File: src/rtl/wb_pkg.sv
// Shared types for the write-back queue: register address width and the queued entry.
package wb_pkg;

  localparam int unsigned WB_XLEN    = 32;
  localparam int unsigned REG_ADDR_W = 5;

  typedef struct packed {
    logic [REG_ADDR_W-1:0] rd;
    logic [WB_XLEN-1:0]    data;
  } wb_entry_t;

endpackage

File: src/rtl/wb_fifo.sv
// In-order circular buffer of wb_entry_t with an age-ordered (oldest first) view of
// every slot so the parent can run a newest-wins bypass search.
module wb_fifo
  import wb_pkg::*;
#(
  parameter  int unsigned DEPTH = 4,
  localparam int unsigned PW    = $clog2(DEPTH),
  localparam int unsigned CW    = PW + 1
) (
  input  logic                   clk,
  input  logic                   reset_n,
  input  logic                   push_i,
  input  wb_entry_t              push_entry_i,
  input  logic                   pop_i,
  output wb_entry_t              head_o,
  output logic [CW-1:0]          count_o,
  output wb_entry_t [DEPTH-1:0]  age_ent_o,
  output logic [DEPTH-1:0]       age_vld_o
);

  wb_entry_t      mem_q [DEPTH];
  logic [PW-1:0]  wr_ptr_q, wr_ptr_d;
  logic [PW-1:0]  rd_ptr_q, rd_ptr_d;
  logic [CW-1:0]  count_q, count_d;

  always_comb begin
    wr_ptr_d = wr_ptr_q + PW'(push_i);
    rd_ptr_d = rd_ptr_q + PW'(pop_i);
    count_d  = count_q + CW'(push_i) - CW'(pop_i);
  end

  always_ff @(posedge clk) begin
    if (!reset_n) begin
      wr_ptr_q <= '0;
      rd_ptr_q <= '0;
      count_q  <= '0;
    end else begin
      wr_ptr_q <= wr_ptr_d;
      rd_ptr_q <= rd_ptr_d;
      count_q  <= count_d;
    end
  end

  // Storage needs no reset: occupancy alone decides which slots are live.
  always_ff @(posedge clk) begin
    if (push_i) mem_q[wr_ptr_q] <= push_entry_i;
  end

  always_comb begin
    for (int j = 0; j < DEPTH; j++) begin
      age_ent_o[j] = mem_q[rd_ptr_q + PW'(j)];
      age_vld_o[j] = CW'(j) < count_q;
    end
  end

  assign head_o  = mem_q[rd_ptr_q];
  assign count_o = count_q;

endmodule

File: src/rtl/wb_queue.sv
// Write-back queue: arbitrates ALU/multiply results into an in-order FIFO and drains one
// register-file write per cycle. Bypass search is built only when WBQ_BYPASS_EN is defined.
module wb_queue
  import wb_pkg::*;
#(
  parameter  int unsigned DEPTH = 4,
  parameter  int unsigned XLEN  = WB_XLEN,
  localparam int unsigned CW    = $clog2(DEPTH) + 1
) (
  input  logic                  clk,
  input  logic                  reset_n,
  input  logic                  alu_valid,
  output logic                  alu_ready,
  input  logic [REG_ADDR_W-1:0] alu_rd,
  input  logic [XLEN-1:0]       alu_data,
  input  logic                  mul_valid,
  output logic                  mul_ready,
  input  logic [REG_ADDR_W-1:0] mul_rd,
  input  logic [XLEN-1:0]       mul_data,
  input  logic                  drain_en,
  output logic                  rf_we,
  output logic [REG_ADDR_W-1:0] rf_rd,
  output logic [XLEN-1:0]       rf_wdata,
  input  logic [REG_ADDR_W-1:0] byp_rs,
  output logic                  byp_hit,
  output logic [XLEN-1:0]       byp_data,
  output logic [CW-1:0]         count
);

  logic                  not_full, alu_fire, mul_fire, push, pop;
  wb_entry_t             push_entry, head;
  wb_entry_t [DEPTH-1:0] age_ent;
  logic [DEPTH-1:0]      age_vld;
  logic [CW-1:0]         fifo_count;

  logic                  rf_we_q, rf_we_d;
  logic [REG_ADDR_W-1:0] rf_rd_q, rf_rd_d;
  logic [XLEN-1:0]       rf_wdata_q, rf_wdata_d;

  // ALU has fixed priority; no enqueue while full even if a pop happens this edge.
  always_comb begin
    not_full   = fifo_count < CW'(DEPTH);
    alu_ready  = not_full;
    mul_ready  = not_full && !alu_valid;
    alu_fire   = alu_valid && alu_ready;
    mul_fire   = mul_valid && mul_ready;
    push_entry = '0;
    push       = 1'b0;
    if (alu_fire) begin
      push_entry.rd   = alu_rd;
      push_entry.data = WB_XLEN'(alu_data);
      push            = alu_rd != '0;
    end else if (mul_fire) begin
      push_entry.rd   = mul_rd;
      push_entry.data = WB_XLEN'(mul_data);
      push            = mul_rd != '0;
    end
    pop = drain_en && (fifo_count != '0);
  end

  wb_fifo #(.DEPTH(DEPTH)) u_fifo (
    .clk          (clk),
    .reset_n      (reset_n),
    .push_i       (push),
    .push_entry_i (push_entry),
    .pop_i        (pop),
    .head_o       (head),
    .count_o      (fifo_count),
    .age_ent_o    (age_ent),
    .age_vld_o    (age_vld)
  );

  always_comb begin
    rf_we_d    = pop;
    rf_rd_d    = rf_rd_q;
    rf_wdata_d = rf_wdata_q;
    if (pop) begin
      rf_rd_d    = head.rd;
      rf_wdata_d = XLEN'(head.data);
    end
  end

  always_ff @(posedge clk) begin
    if (!reset_n) begin
      rf_we_q    <= 1'b0;
      rf_rd_q    <= '0;
      rf_wdata_q <= '0;
    end else begin
      rf_we_q    <= rf_we_d;
      rf_rd_q    <= rf_rd_d;
      rf_wdata_q <= rf_wdata_d;
    end
  end

  assign rf_we    = rf_we_q;
  assign rf_rd    = rf_rd_q;
  assign rf_wdata = rf_wdata_q;
  assign count    = fifo_count;

`ifdef WBQ_BYPASS_EN
  // Output register first, then queue oldest to newest so the newest match wins.
  always_comb begin
    byp_hit  = 1'b0;
    byp_data = '0;
    if (byp_rs != '0) begin
      if (rf_we_q && (rf_rd_q == byp_rs)) begin
        byp_hit  = 1'b1;
        byp_data = rf_wdata_q;
      end
      for (int j = 0; j < DEPTH; j++) begin
        if (age_vld[j] && (age_ent[j].rd == byp_rs)) begin
          byp_hit  = 1'b1;
          byp_data = XLEN'(age_ent[j].data);
        end
      end
    end
  end
`else
  logic unused_byp;
  assign unused_byp = ^{byp_rs, age_ent, age_vld};
  assign byp_hit    = 1'b0;
  assign byp_data   = '0;
`endif

endmodule
File: config.mk
export PLATFORM = sky130hd
export DESIGN_NAME = wb_queue
export DESIGN_NICKNAME = d
export VERILOG_FILES = /design/src/rtl/wb_pkg.sv /design/src/rtl/wb_fifo.sv /design/src/rtl/wb_queue.sv
export SDC_FILE = /design/constraint.sdc
export NUM_CORES = 1
export LEC_CHECK = 0
export CORE_MARGIN = 5
export CORE_UTILIZATION = 46
export DETAILED_ROUTE_END_ITERATION = 16
export GPL_TIMING_DRIVEN = 0
export PLACE_DENSITY = 0.73
export SYNTH_ARGS = -nofsm -noshare
export SYNTH_HDL_FRONTEND = slang
export SYNTH_SLANG_ARGS = --single-unit
File: constraint.sdc
create_clock -name clk -period 14.3 [get_ports clk]
set_input_delay 2.145 -clock clk [delete_from_list [all_inputs] [get_ports clk]]
set_output_delay 2.145 -clock clk [all_outputs]
set_load 0.005 [all_outputs]
==> results.md <==
* Final hold slack at between 400 and 500 ps
* Vias at between 4k and 5k
* Pwr/cell area at around 170 nW/um2
* # diodes at 0
* Fmax at ~190 MHz
* Pwr Total at roughly 1.6 mW
* Layout area overhead at 30.97%
* Setup TNS Final at 0 ps
* Root Driver: clkbuf_16
* Skew-Pair Late Insertion Delay at ~420 ps
* Final setup violation count at 0
* Fin nets at around 670
* Post_cts resized at 0
* Post-synthesis register bit count at roughly 190
* Synth Cell Area at ~7500 um2
* Via density per instance at roughly 5
* GR Util All Layers at between 15 and 20%
* Number of cells on the worst hold path at 1
* CP max FO at 3
* Fin. max-slew vios at 0
* Wirelength per Cell at approximately 20 um
* Cell Rows at between 40 and 50
* Port Buffers at between 100 and 150
* Antenna violations before repair at 0
* Final Hold Viols at 0
* DRT Pass-1 Iters at 4
* CTS buffer count at 17
* Clk_skew at between 7 and 8 ps
* Kind of critical path: in -> out
* Layout cells sized above 1 at a little over a fifth
* Largest net degree at the start of global routing at 24
* FF-to-FF path depth at 6
* Die Footprint at between 15000 and 20000 um2
* CP max stage cell: clkdlybuf4s50_1
* Min-Delay Path Class: reg -> reg
* Core box area at 15940 um2
* Iter 0 DRT Violations at about 260
* Crit path depth at 3
* CP most frequent cell: clkdlybuf4s50_1
* Vias in the first global route at roughly 4.3k
* Filler cell count at 1162
* Seq/Total Area, Yosys at a little under three quarters
* CP peak stage delay at between 500 and 600 ps
* Worst-Margin Slew at just under 900 ps
* Status: completed
* CP bufs+invs at 2
* Clk sinks at just under 200
* WL final at 15.66 mm
* Endpoint class of the critical path: output port
* H-tree lvl count at 4
* Die X at 137.7 um
* Die Y at roughly 140 um
* Count of different cell masters after synthesis at 26
* Final worst setup slack at approximately 9000 ps
* Crit share post-route at between 30% and 40%
* Worst EP arrival at ~3200 ps
* Worst-path clk slew at 60 ps
* Post-layout min period at approximately 5400 ps
* Relative slew margins at roughly 40%
* Max-capacitance violation count at 0
* # IOs at 160
* Post-CTS setup repair buffer count at 0
* Hold Buf Count CTS at 0
* Unrepaired setup endpoints after global routing: false
* Final ANT Viol Nets at 0
* Number of synthesis warnings at 0
* DP Worst Slack at approximately 9000 ps
* Worst path cell trace: clkdlybuf4s50_1 > nor2_1 > clkdlybuf4s50_1
* CTS tree: done
* Total grt overflow at 0
* Syn Area/Cell at between 15 and 20 um2
* Clock Path Buffers at 2
* CP required at roughly 12000 ps
* Gpl congestion at approximately 0.71
* Peak supply drop at slightly above 0.09 mV
* DRC at 0
* Syn Inst Count at 400
* Crit path launch type: input pin
* CP top delay family: buffers and inverters
* Static leakage at 3.516 nW
* Global-route wire length before repair at between 20 and 25 mm
* Starting Density at a little under half
* DPL Wire Length at roughly 11 mm
-- cell type report --
| class | instances | area (um2) | share of cell area [%] |
|---|---|---|---|
| plain buffers | 57 | 396.6 | 4.039 |
| clock buffers | 19 | 432.9 | 4.409 |
| clock inverters | 13 | 138.9 | 1.414 |
| inverters | 4 | 15.01 | 0.1529 |
| multi-input cells | 178 | 1907 | 19.42 |
| flip-flops and latches | 193 | 5345 | 54.43 |
| well taps | 216 | 270.3 | 2.752 |
| repair buffers | 126 | 1314 | 13.38 |
-- worst reg2reg max path, delay by kind of cell (launching register included) --
kind / cells / cell delay [ps]
simple gates: 1 / 520
flops: 1 / 370
buf+inv: 3 / 790
compound gates: 2 / 1250
-- cells in the mapped netlist --
library cell,n,area (um2)
ha_1,4,50.05
nor3b_1,1,7.510
dfxtp_1,45,900.9
mux4_2,37,833.3
buf_4,38,285.3
buf_1,5,18.77
o21ai_1,2,10.01
edfxtp_1,148,4444
xor2_1,2,17.52
a211oi_1,1,7.510
nor2_1,1,3.750
buf_6,4,45.04
inv_1,4,15.01
nand2b_1,2,12.51
a21oi_1,3,15.01
o31a_1,1,8.760
clkbuf_1,2,7.510
or4_1,2,15.01
nor2b_1,3,18.77
and2_1,7,43.79
buf_2,8,40.04
conb_1,1,3.750
nand2_1,2,7.510
a22o_1,74,648.1
fa_1,1,20.02
xnor2_1,2,17.52
-- per-stage QoR --
stage | utilization [%] | instances | instance area, um2
global placement | 57.07 | 769 | 9099
floorplan | - | 432 | 7617
CTS | 61.59 | 806 | 9819
global route | 61.59 | 806 | 9819
detailed placement | 58.00 | 774 | 9248
finish | 61.59 | 806 | 9819
-- flip-flops by register name (all words and copies together) (netlist names) --
name             cells
rf_we                1
rf_rd                5
rf_wdata            32
u_fifo.mem_q       148
u_fifo.wr_ptr_q      2
u_fifo.count_o       3
u_fifo.rd_ptr_q      2
-- power breakdown --
group	total, mW	switching [mW]	internal [mW]
Sequential	0.765	0.0376	0.728
Combinational	0.418	0.187	0.231
Clock	0.456	0.198	0.258
Total	1.64	0.423	1.22
-- logic make-up (layout without fill, tap and decap cells) --
logic type | Yosys count | count (layout) | share of synthesized area [%]
xor+xnor | 4 | 4 | 0.4674
compound gates | 81 | 81 | 9.196
buf+inv | 61 | 219 | 5.491
mux | 37 | 37 | 11.11
flops | 193 | 193 | 71.29
other cells | 1 | 33 | 0.05002
fa+ha+maj | 5 | 5 | 0.9346
simple gates | 18 | 18 | 1.452
-- cell usage in the layout, fill, tap and decap left out, types with 2 or more instances in the layout --
cell / n
a21oi_4: 3
a22o_1: 74
and2_1: 7
buf_1: 5
buf_12: 3
buf_2: 8
buf_4: 38
buf_6: 4
bufinv_16: 2
clkbuf_1: 4
clkbuf_16: 17
clkdlybuf4s50_1: 121
clkinv_1: 2
clkinv_4: 4
clkinvlp_4: 3
conb_1: 33
dfxtp_1: 45
edfxtp_1: 148
ha_1: 4
inv_1: 4
mux4_2: 37
nand2_1: 2
nand2b_1: 2
nor2b_1: 3
o21ai_1: 2
or4_1: 2
xnor2_1: 2
xor2_1: 2
-- routing by layer --
| layer | global-route usage (%) | vias to the layer above | routed length, um |
|---|---|---|---|
| met4 | 4.989 | 0 | 146 |
| met3 | 3.725 | 11 | 1119 |
| met2 | 30.21 | 150 | 8278 |
| met1 | 21.38 | 2046 | 6111 |
| met5 | 0 | - | 0 |
| li1 | - | 1907 | - |
-- final timing paths --
kind,slack (ps),to,start
max,8930,mul_ready,alu_valid
min,480,rf_wdata[23],rf_wdata[23]
max reg2reg,11070,u_fifo.mem_q[0][15],u_fifo.count_o[2]
min reg2reg,480,rf_wdata[23],rf_wdata[23]
Power figures use the tool's default switching activity.
